File: config.mk
export PLATFORM = sky130hd
export DESIGN_NAME = btn_ctrl
export DESIGN_NICKNAME = d
export VERILOG_FILES = /design/src/rtl/btn_ctrl.sv
export SDC_FILE = /design/constraint.sdc
export NUM_CORES = 1
export LEC_CHECK = 0
export BUFFER_PORTS_ARGS = -buffer_cell sky130_fd_sc_hd__clkbuf_2
export CELL_PAD_IN_SITES_DETAIL_PLACEMENT = 1
export CELL_PAD_IN_SITES_GLOBAL_PLACEMENT = 1
export CORE_UTILIZATION = 44
export CTS_BUF_LIST = sky130_fd_sc_hd__clkbuf_8
export CTS_CLUSTER_DIAMETER = 80
export DETAILED_ROUTE_END_ITERATION = 8
export PLACE_DENSITY_LB_ADDON = 0.1
export SYNTH_ARGS = -nofsm -noshare
export SYNTH_HDL_FRONTEND = slang
export SYNTH_SLANG_ARGS = --single-unit
export TNS_END_PERCENT = 20
File: constraint.sdc
create_clock -name clk27 -period 3.2 [get_ports clk27]
set_clock_uncertainty 0.05 [all_clocks]
set_input_delay 0.64 -clock clk27 [delete_from_list [all_inputs] [get_ports clk27]]
set_output_delay 0.64 -clock clk27 [all_outputs]
set_load 0.01 [all_outputs]
File: src/rtl/btn_ctrl.sv
// btn_ctrl: front-panel button conditioner.
// Sync, debounce and classify presses into a polled event register.
module btn_ctrl #(
  parameter int N            = 2,
  parameter int DEBOUNCE_CYC = 270000,
  parameter int LONG_CYC     = 27000000,
  parameter int REPEAT_CYC   = 5400000
) (
  input  logic         clk27,
  input  logic         reset,
  input  logic [N-1:0] btn_n,
  output logic [N-1:0] btn_db,
  output logic         evt_valid,
  output logic [2:0]   evt_btn,
  output logic [1:0]   evt_type,
  output logic [7:0]   evt_cnt
);

  localparam int DW = $clog2(DEBOUNCE_CYC + 1);
  localparam int LW = $clog2(LONG_CYC + 1);
  localparam int RW = (REPEAT_CYC > 0) ? $clog2(REPEAT_CYC + 1) : 1;

  localparam logic [DW-1:0] D_LAST = DW'(DEBOUNCE_CYC - 1);
  localparam logic [LW-1:0] L_LAST = LW'(LONG_CYC - 1);
  localparam logic [RW-1:0] R_LAST =
    (REPEAT_CYC > 0) ? RW'(REPEAT_CYC - 1) : '0;

  localparam logic [1:0] EV_PRESS  = 2'd0;
  localparam logic [1:0] EV_REL    = 2'd1;
  localparam logic [1:0] EV_LONG   = 2'd2;
  localparam logic [1:0] EV_REPEAT = 2'd3;

  typedef enum logic [1:0] {
    IDLE,
    PRESSED,
    HELD
  } state_t;

  logic [N-1:0] pend_v;
  logic [1:0]   pend_t [N];
  logic [N-1:0] grant;
  logic         found;
  logic [2:0]   sel_b;
  logic [1:0]   sel_t;

  for (genvar i = 0; i < N; i++) begin : g_btn
    logic          s1_q, s2_q, db_q;
    logic [DW-1:0] dcnt_q;
    logic          differ, toggle, rise, fall;
    state_t        st_q, st_d;
    logic [LW-1:0] hcnt_q, hcnt_d;
    logic [RW-1:0] rcnt_q, rcnt_d;
    logic          raise;
    logic [1:0]    raise_t;
    logic          pv_q;
    logic [1:0]    pt_q;

    assign differ = (~s2_q != db_q);
    assign toggle = differ && (dcnt_q == D_LAST);
    assign rise   = toggle & ~db_q;
    assign fall   = toggle & db_q;

    // two-flop synchroniser and stable-level debounce counter
    always_ff @(posedge clk27) begin
      if (reset) begin
        s1_q   <= 1'b1;
        s2_q   <= 1'b1;
        db_q   <= 1'b0;
        dcnt_q <= '0;
      end else begin
        s1_q <= btn_n[i];
        s2_q <= s1_q;
        if (!differ || toggle) dcnt_q <= '0;
        else                   dcnt_q <= dcnt_q + 1'b1;
        if (toggle) db_q <= ~db_q;
      end
    end

    // classifier state and hold/repeat counters
    always_ff @(posedge clk27) begin
      if (reset) begin
        st_q   <= IDLE;
        hcnt_q <= '0;
        rcnt_q <= '0;
      end else begin
        st_q   <= st_d;
        hcnt_q <= hcnt_d;
        rcnt_q <= rcnt_d;
      end
    end

    // next state and event raise, acting on the edge btn_db changes
    always_comb begin
      st_d    = st_q;
      hcnt_d  = hcnt_q;
      rcnt_d  = rcnt_q;
      raise   = 1'b0;
      raise_t = EV_PRESS;
      unique case (st_q)
        IDLE: begin
          if (rise) begin
            st_d    = PRESSED;
            hcnt_d  = '0;
            raise   = 1'b1;
            raise_t = EV_PRESS;
          end
        end
        PRESSED: begin
          if (fall) begin
            st_d    = IDLE;
            raise   = 1'b1;
            raise_t = EV_REL;
          end else if (hcnt_q == L_LAST) begin
            st_d    = HELD;
            rcnt_d  = '0;
            raise   = 1'b1;
            raise_t = EV_LONG;
          end else begin
            hcnt_d = hcnt_q + 1'b1;
          end
        end
        HELD: begin
          if (fall) begin
            st_d    = IDLE;
            raise   = 1'b1;
            raise_t = EV_REL;
          end else if (REPEAT_CYC != 0) begin
            if (rcnt_q == R_LAST) begin
              rcnt_d  = '0;
              raise   = 1'b1;
              raise_t = EV_REPEAT;
            end else begin
              rcnt_d = rcnt_q + 1'b1;
            end
          end
        end
        default: st_d = IDLE;
      endcase
    end

    // pending slot; a fresh raise wins over the arbiter drain
    always_ff @(posedge clk27) begin
      if (reset) begin
        pv_q <= 1'b0;
        pt_q <= EV_PRESS;
      end else if (raise) begin
        pv_q <= 1'b1;
        pt_q <= raise_t;
      end else if (grant[i]) begin
        pv_q <= 1'b0;
      end
    end

    assign btn_db[i] = db_q;
    assign pend_v[i] = pv_q;
    assign pend_t[i] = pt_q;
  end

  // lowest-index pending button wins this cycle
  always_comb begin
    grant = '0;
    found = 1'b0;
    sel_b = '0;
    sel_t = EV_PRESS;
    for (int i = 0; i < N; i++) begin
      if (pend_v[i] && !found) begin
        found    = 1'b1;
        grant[i] = 1'b1;
        sel_b    = 3'(i);
        sel_t    = pend_t[i];
      end
    end
  end

  // publish one event per cycle into the polled register
  always_ff @(posedge clk27) begin
    if (reset) begin
      evt_valid <= 1'b0;
      evt_btn   <= '0;
      evt_type  <= '0;
      evt_cnt   <= '0;
    end else begin
      evt_valid <= found;
      if (found) begin
        evt_btn  <= sel_b;
        evt_type <= sel_t;
        evt_cnt  <= evt_cnt + 8'd1;
      end
    end
  end

endmodule

* After elaboration in Yosys (flattened, before gate mapping)
Index checks and enable logic that the tools add are counted.
W data, S select, Z words.
** Word-level totals
- Register bits :: 164
** Cells by class
- Add/sub/neg operators :: 7
- Eq/ne operators :: 26
- Muxes and demuxes :: 60
- Bitwise logic cells :: 8
- Reductions and logical operators :: 24
** Operators with widths (count)
- $mux W23 :: 8
- $mux W25 :: 6
- $pmux W25 S2 :: 2
- $pmux W23 S2 :: 2
- $add A25 B1 Y25 const B :: 2
- $eq A25 B25 Y1 const B :: 2
- $add A23 B1 Y23 const B :: 2
- $eq A23 B23 Y1 const B :: 2
- $add A19 B1 Y19 const B :: 2
- $eq A19 B19 Y1 const B :: 2
- $mux W2 :: 18
- $ne A2 B2 Y1 const B :: 12
- $mux W1 :: 18
- $reduce_and A4 Y1 :: 4
- $pmux W2 S3 :: 2
- $reduce_bool A2 Y1 :: 6
- $add A8 B1 Y8 const B :: 1
- $pmux W2 S2 :: 2
- $ne A3 B3 Y1 const B :: 2
- $pmux W1 S3 :: 2
- $reduce_and A3 Y1 :: 2
- $and A1 B1 Y1 :: 4
- $eq A2 B1 Y1 const B :: 2
- $eq A2 B2 Y1 const B :: 2
- other kinds (7) :: 18

* Longest topological paths before layout
- Depth after elaboration :: 7
- Depth in mapped cells :: 11
- Mapped depth without buffers :: 8

* Least setup slack after synthesis
No wires, ideal clock.
- Path kind :: register to register
- From :: register g_btn[1].dcnt_q[0]
- To :: register g_btn[1].hcnt_q[11]
- Data arrival time :: 2.225 ns
- Slack :: 0.855 ns
- Stages on the path, launching flop included :: 9
- Clock period less this slack :: 2.345 ns
- Path through :: dfxtp_1 ha_1 nand4_1 nor4_4 a311oi_1 o21ai_4 buf_6 or3_1 a21oi_1
** Between the ends
- Longest elaborated chain between the ends :: 5
** Ends and longest elaborated chain
- start, declared :: RTL line 48 : logic [DW-1:0] dcnt_q;
- start signal, assigned :: RTL line 74 : else dcnt_q <= dcnt_q + 1'b1;
- $eq A19 B19 Y1 * :: RTL line 59 : assign toggle = differ && (dcnt_q == D_LAST);
- $logic_and A1 B1 Y1 * :: RTL line 59
- $and A1 B1 Y1 (on tied branches) :: RTL line 61, 60
- $ne A2 B2 Y1 (no line)
- $reduce_and A4 Y1 (no line) *
- end signal, assigned :: RTL line 87 : hcnt_q <= hcnt_d;
- end, declared :: RTL line 51 : logic [LW-1:0] hcnt_q, hcnt_d;
Every way passes the cells marked *; elsewhere a longest branch is shown, timed or not.
A chain may end at the register's enable or synchronous reset.

* Final worst setup path
- From :: register g_btn[0].dcnt_q[13]
- To :: register g_btn[0].hcnt_q[10]
** Between the ends
- Longest elaborated chain between the ends :: 5
** Ends and longest elaborated chain (RTL line)
- start, declared :: 48
- start signal, assigned :: 74
- $eq A19 B19 Y1 * :: 59
- $logic_and A1 B1 Y1 * :: 59
- $and A1 B1 Y1 (on tied branches) :: 61, 60
- $ne A2 B2 Y1 (no line)
- $reduce_and A4 Y1 (no line) *
- end signal, assigned :: 87
- end, declared :: 51
Marks and branches as above.

==> out/qor_table.md <==
| Parameter | Reported | Unit |
|---|---|---|
| Clk slew on worst S/H paths | 0.09 | ns |
| Setup-violating endpoint count in the final report | 0 | - |
| I/O pin count | 20 | - |
| Leading cell types in the layout, fill and taps excluded | sky130_fd_sc_hd__dfxtp_1 (162), sky130_fd_sc_hd__nor2_1 (114), sky130_fd_sc_hd__nand2_1 (92), sky130_fd_sc_hd__nand3_1 (69), sky130_fd_sc_hd__a21oi_1 (63) | - |
| Final sum of negative setup slack | 0 | ns |
| Final GP Congestion | 0.767 | - |
| Number of antenna violations at the first check in global routing | 0 | - |
| Final core utilization | 0.487 | - |
| CORE AREA | 18600 | sq um |
| Total routing usage reported by global routing | 0.214 | - |
| Clock tree root buffer cell | sky130_fd_sc_hd__clkbuf_8 | - |
| Via density per instance | 5.71 | - |
| Count of flip-flops with a built-in enable after synthesis | 0 | - |
| Effective utilization at floorplan | 0.448 | - |
| Final critical-path setup slack | 0.405 | ns |
| Wire length of the first global-routing pass | 34300 | microns |
| Total Die Area | 19500 | sq um |
| Gate Count Post-Synth | 1014 | - |
| Normalized max-slew margin | 0.212 | - |
| Total global routing overflow | 0 | - |
| Number of diodes added for antenna fixing | 0 | - |
| Start point of the critical path | g_btn[0].dcnt_q[13] | - |
| Worst Setup Path Type | flip-flop to flip-flop | - |
| Standard-cell row count | 50 | - |
| Syn. warnings | 0 | - |
| HPWL after detailed placement | 14200 | microns |
| FFs w/ async S/R, synth | 0 | - |
| Worst IR drop on VDD | 0.293 | mV |
| Pin count of the biggest net entering global routing | 31 | - |
| Final number of max-transition violations | 0 | - |
| CTS H-tree depth | 4 | - |
| Power density relative to cell area | 401 | nW/um^2 |
| Total number of clock tree sinks | 162 | - |
| Count of vias placed by the detailed router | 7259 | - |
| Result of the run | finished clean | - |
| Slew at the pin with the worst max-slew slack | 1.17 | ns |
| Layout overhead on the synthesized area | 8.69 | % |
| DIE WIDTH | 140 | microns |
| Vertical die dimension | 140 | microns |
| Max clock buf depth | 2 | - |
| Average routed wire per standard cell | 15.7 | microns |
| Via count of the first global-routing pass | 7063 | - |
| Filler Cells Inserted | 2266 | - |
| Worst Setup Slack post-DPL | 0.435 | ns |
| DRT Pass-1 Iters | 4 | - |
| Quantity of I/O buffers inserted on ports | 17 | - |
| Share of the yosys chip area belonging to registers | 0.388 | - |
| Detail Route Antenna Nets | 0 | - |
| CTS tree | yes | - |
| Critical Path Fanout Max | 17 | - |
| Flip-flop and latch count after synthesis | 162 | - |
| NumNets Final | 1044 | - |
| Kind of start point of the critical path | flip-flop | - |
| Cell total after placement | 1240 | - |
| Number of max-cap violations | 0 | - |
| Post-CTS setup buffer count | 0 | - |
| R2R Path Start | g_btn[0].dcnt_q[13] | - |
| RSZ-0062 raised after global routing | false | - |
| Worst Min Path Start | btn_n[1] | - |
| Number of remaining DRC errors | 0 | - |
| Share of the cycle needed by the critical path after routing | 0.873 | - |
| Worst slack on hold paths | 0.321 | ns |
| Number of cells in the finished layout apart from fillers | 1271 | - |
| Number of hold violations in the final report | 0 | - |
| Worst Hold Class | primary input to flip-flop | - |
| Number of buffers added by the clock tree synthesis step | 17 | - |
| Fraction of layout instances using a drive strength above 1 | 0.0868 | - |
| Critical path arrival | 3.13 | ns |
| Clock latency at the later pin of the worst-skew pair | 0.46 | ns |
| Post-Route WL | 20000 | microns |
| Min Clock Period, post-route | 2.79 | ns |
| First-iteration detailed-routing DRC count | 250 | - |
| Number of buffers added to fix hold violations after cts | 0 | - |
| Average cell area after synthesis | 8.23 | sq um |
| P_leak | 0.00297 | uW |
| Most frequent standard cell in the layout excluding fill and tap cells | sky130_fd_sc_hd__dfxtp_1 | - |
| Synth unique cells | 68 | - |
| Area of the mapped netlist | 8350 | sq um |
| Kind of end point of the critical path | flip-flop | - |
| Achievable clock frequency | 358 | MHz |
| Most used DFF post-synth | sky130_fd_sc_hd__dfxtp_1 | - |
| CP Data Required Time | 3.54 | ns |
| Count of instances resized after the clock tree is built | 0 | - |
## power by group
group	switching (uW)	internal, uW
Sequential	2.39	2020
Clock	759	800
Combinational	43.4	17.6
Total	805	2830
## cells by family (layout without fill, tap and decap cells)
family | Yosys count | in the layout | share of synthesized area
and+or+nand+nor | 507 | 507 | 0.325
AOI/OAI and AO/OA | 174 | 174 | 0.134
other | 1 | 2 | 0.000449
DFF | 162 | 162 | 0.388
muxes | 14 | 14 | 0.0168
adders and majority gates | 15 | 15 | 0.0225
xor gates and xnor gates | 70 | 70 | 0.0734
buffers and inverters | 71 | 93 | 0.0390
## flip-flops by register name (all words and copies together) (netlist names), 4 cells and up
name,count
evt_cnt,8
g_btn.rcnt_q,46
g_btn.st_q,4
g_btn.dcnt_q,38
g_btn.pt_q,4
g_btn.hcnt_q,50
## stage by stage
step                power (uW)  cell area, sq um
floorplan                 2110              8350
global route              3790              9070
finish                    3640              9070
CTS                       3700              9070
global placement          2130              8670
detailed placement        2130              8670
## layout make-up
type                            count  area [sq um]  area share
Tap cell                          234           293      0.0323
Multi-Input combinational cell    782          4790       0.528
Clock buffer                       19           262      0.0288
Sequential cell                   162          3240       0.357
Timing Repair Buffer               38           255      0.0281
Inverter                           24          90.1     0.00993
Clock inverter                     12           141      0.0156
## cell usage after synthesis, types with 7 or more instances
cell type | instances | area, sq um
sky130_fd_sc_hd__a2111o_1 | 9 | 101
sky130_fd_sc_hd__a21oi_1 | 63 | 315
sky130_fd_sc_hd__a31oi_1 | 10 | 62.6
sky130_fd_sc_hd__and2_1 | 9 | 56.3
sky130_fd_sc_hd__and3_1 | 30 | 188
sky130_fd_sc_hd__and4_1 | 17 | 149
sky130_fd_sc_hd__buf_2 | 11 | 55.1
sky130_fd_sc_hd__clkbuf_1 | 25 | 93.8
sky130_fd_sc_hd__dfxtp_1 | 162 | 3240
sky130_fd_sc_hd__ha_1 | 15 | 188
sky130_fd_sc_hd__inv_1 | 24 | 90.1
sky130_fd_sc_hd__mux2i_1 | 14 | 140
sky130_fd_sc_hd__nand2_1 | 92 | 345
sky130_fd_sc_hd__nand2b_1 | 12 | 75.1
sky130_fd_sc_hd__nand3_1 | 69 | 345
sky130_fd_sc_hd__nand4_1 | 43 | 269
sky130_fd_sc_hd__nor2_1 | 114 | 428
sky130_fd_sc_hd__nor3_1 | 16 | 80.1
sky130_fd_sc_hd__nor4_1 | 17 | 106
sky130_fd_sc_hd__o211ai_1 | 7 | 52.6
sky130_fd_sc_hd__o21ai_0 | 43 | 215
sky130_fd_sc_hd__o31ai_1 | 8 | 60.1
sky130_fd_sc_hd__or2_2 | 8 | 50.1
sky130_fd_sc_hd__or3_1 | 36 | 225
sky130_fd_sc_hd__or4_1 | 13 | 97.6
sky130_fd_sc_hd__xnor2_1 | 26 | 228
sky130_fd_sc_hd__xor2_1 | 44 | 385
## critical path, cell delays in order, from the launching register on
cell and delay, ns:
sky130_fd_sc_hd__dfxtp_1 0.34, sky130_fd_sc_hd__nor4bb_1 0.49, sky130_fd_sc_hd__nand3_1 0.21, sky130_fd_sc_hd__o31ai_2 0.36, sky130_fd_sc_hd__o21ai_1 0.47, sky130_fd_sc_hd__or4_1 0.64, sky130_fd_sc_hd__a21oi_1 0.16
## per-layer routing
layer,part of all wire,up-vias,global-route usage,wire (microns)
met2,0.47,42,0.358,9430
met3,0.020,13,0.0396,404
li1,-,3679,-,-
met4,0.0093,0,0.0659,185
met1,0.50,3525,0.277,9940
met5,0,-,0,0
## final timing paths
kind | endpoint | slack (ns) | cells past startpoint
max | g_btn[0].hcnt_q[10] | 0.41 | 6
min | g_btn[1].s1_q | 0.32 | 2
max reg2reg | g_btn[0].hcnt_q[10] | 0.41 | 6
min reg2reg | g_btn[0].s2_q | 0.37 | 1
(Power assumes the default switching activity.)
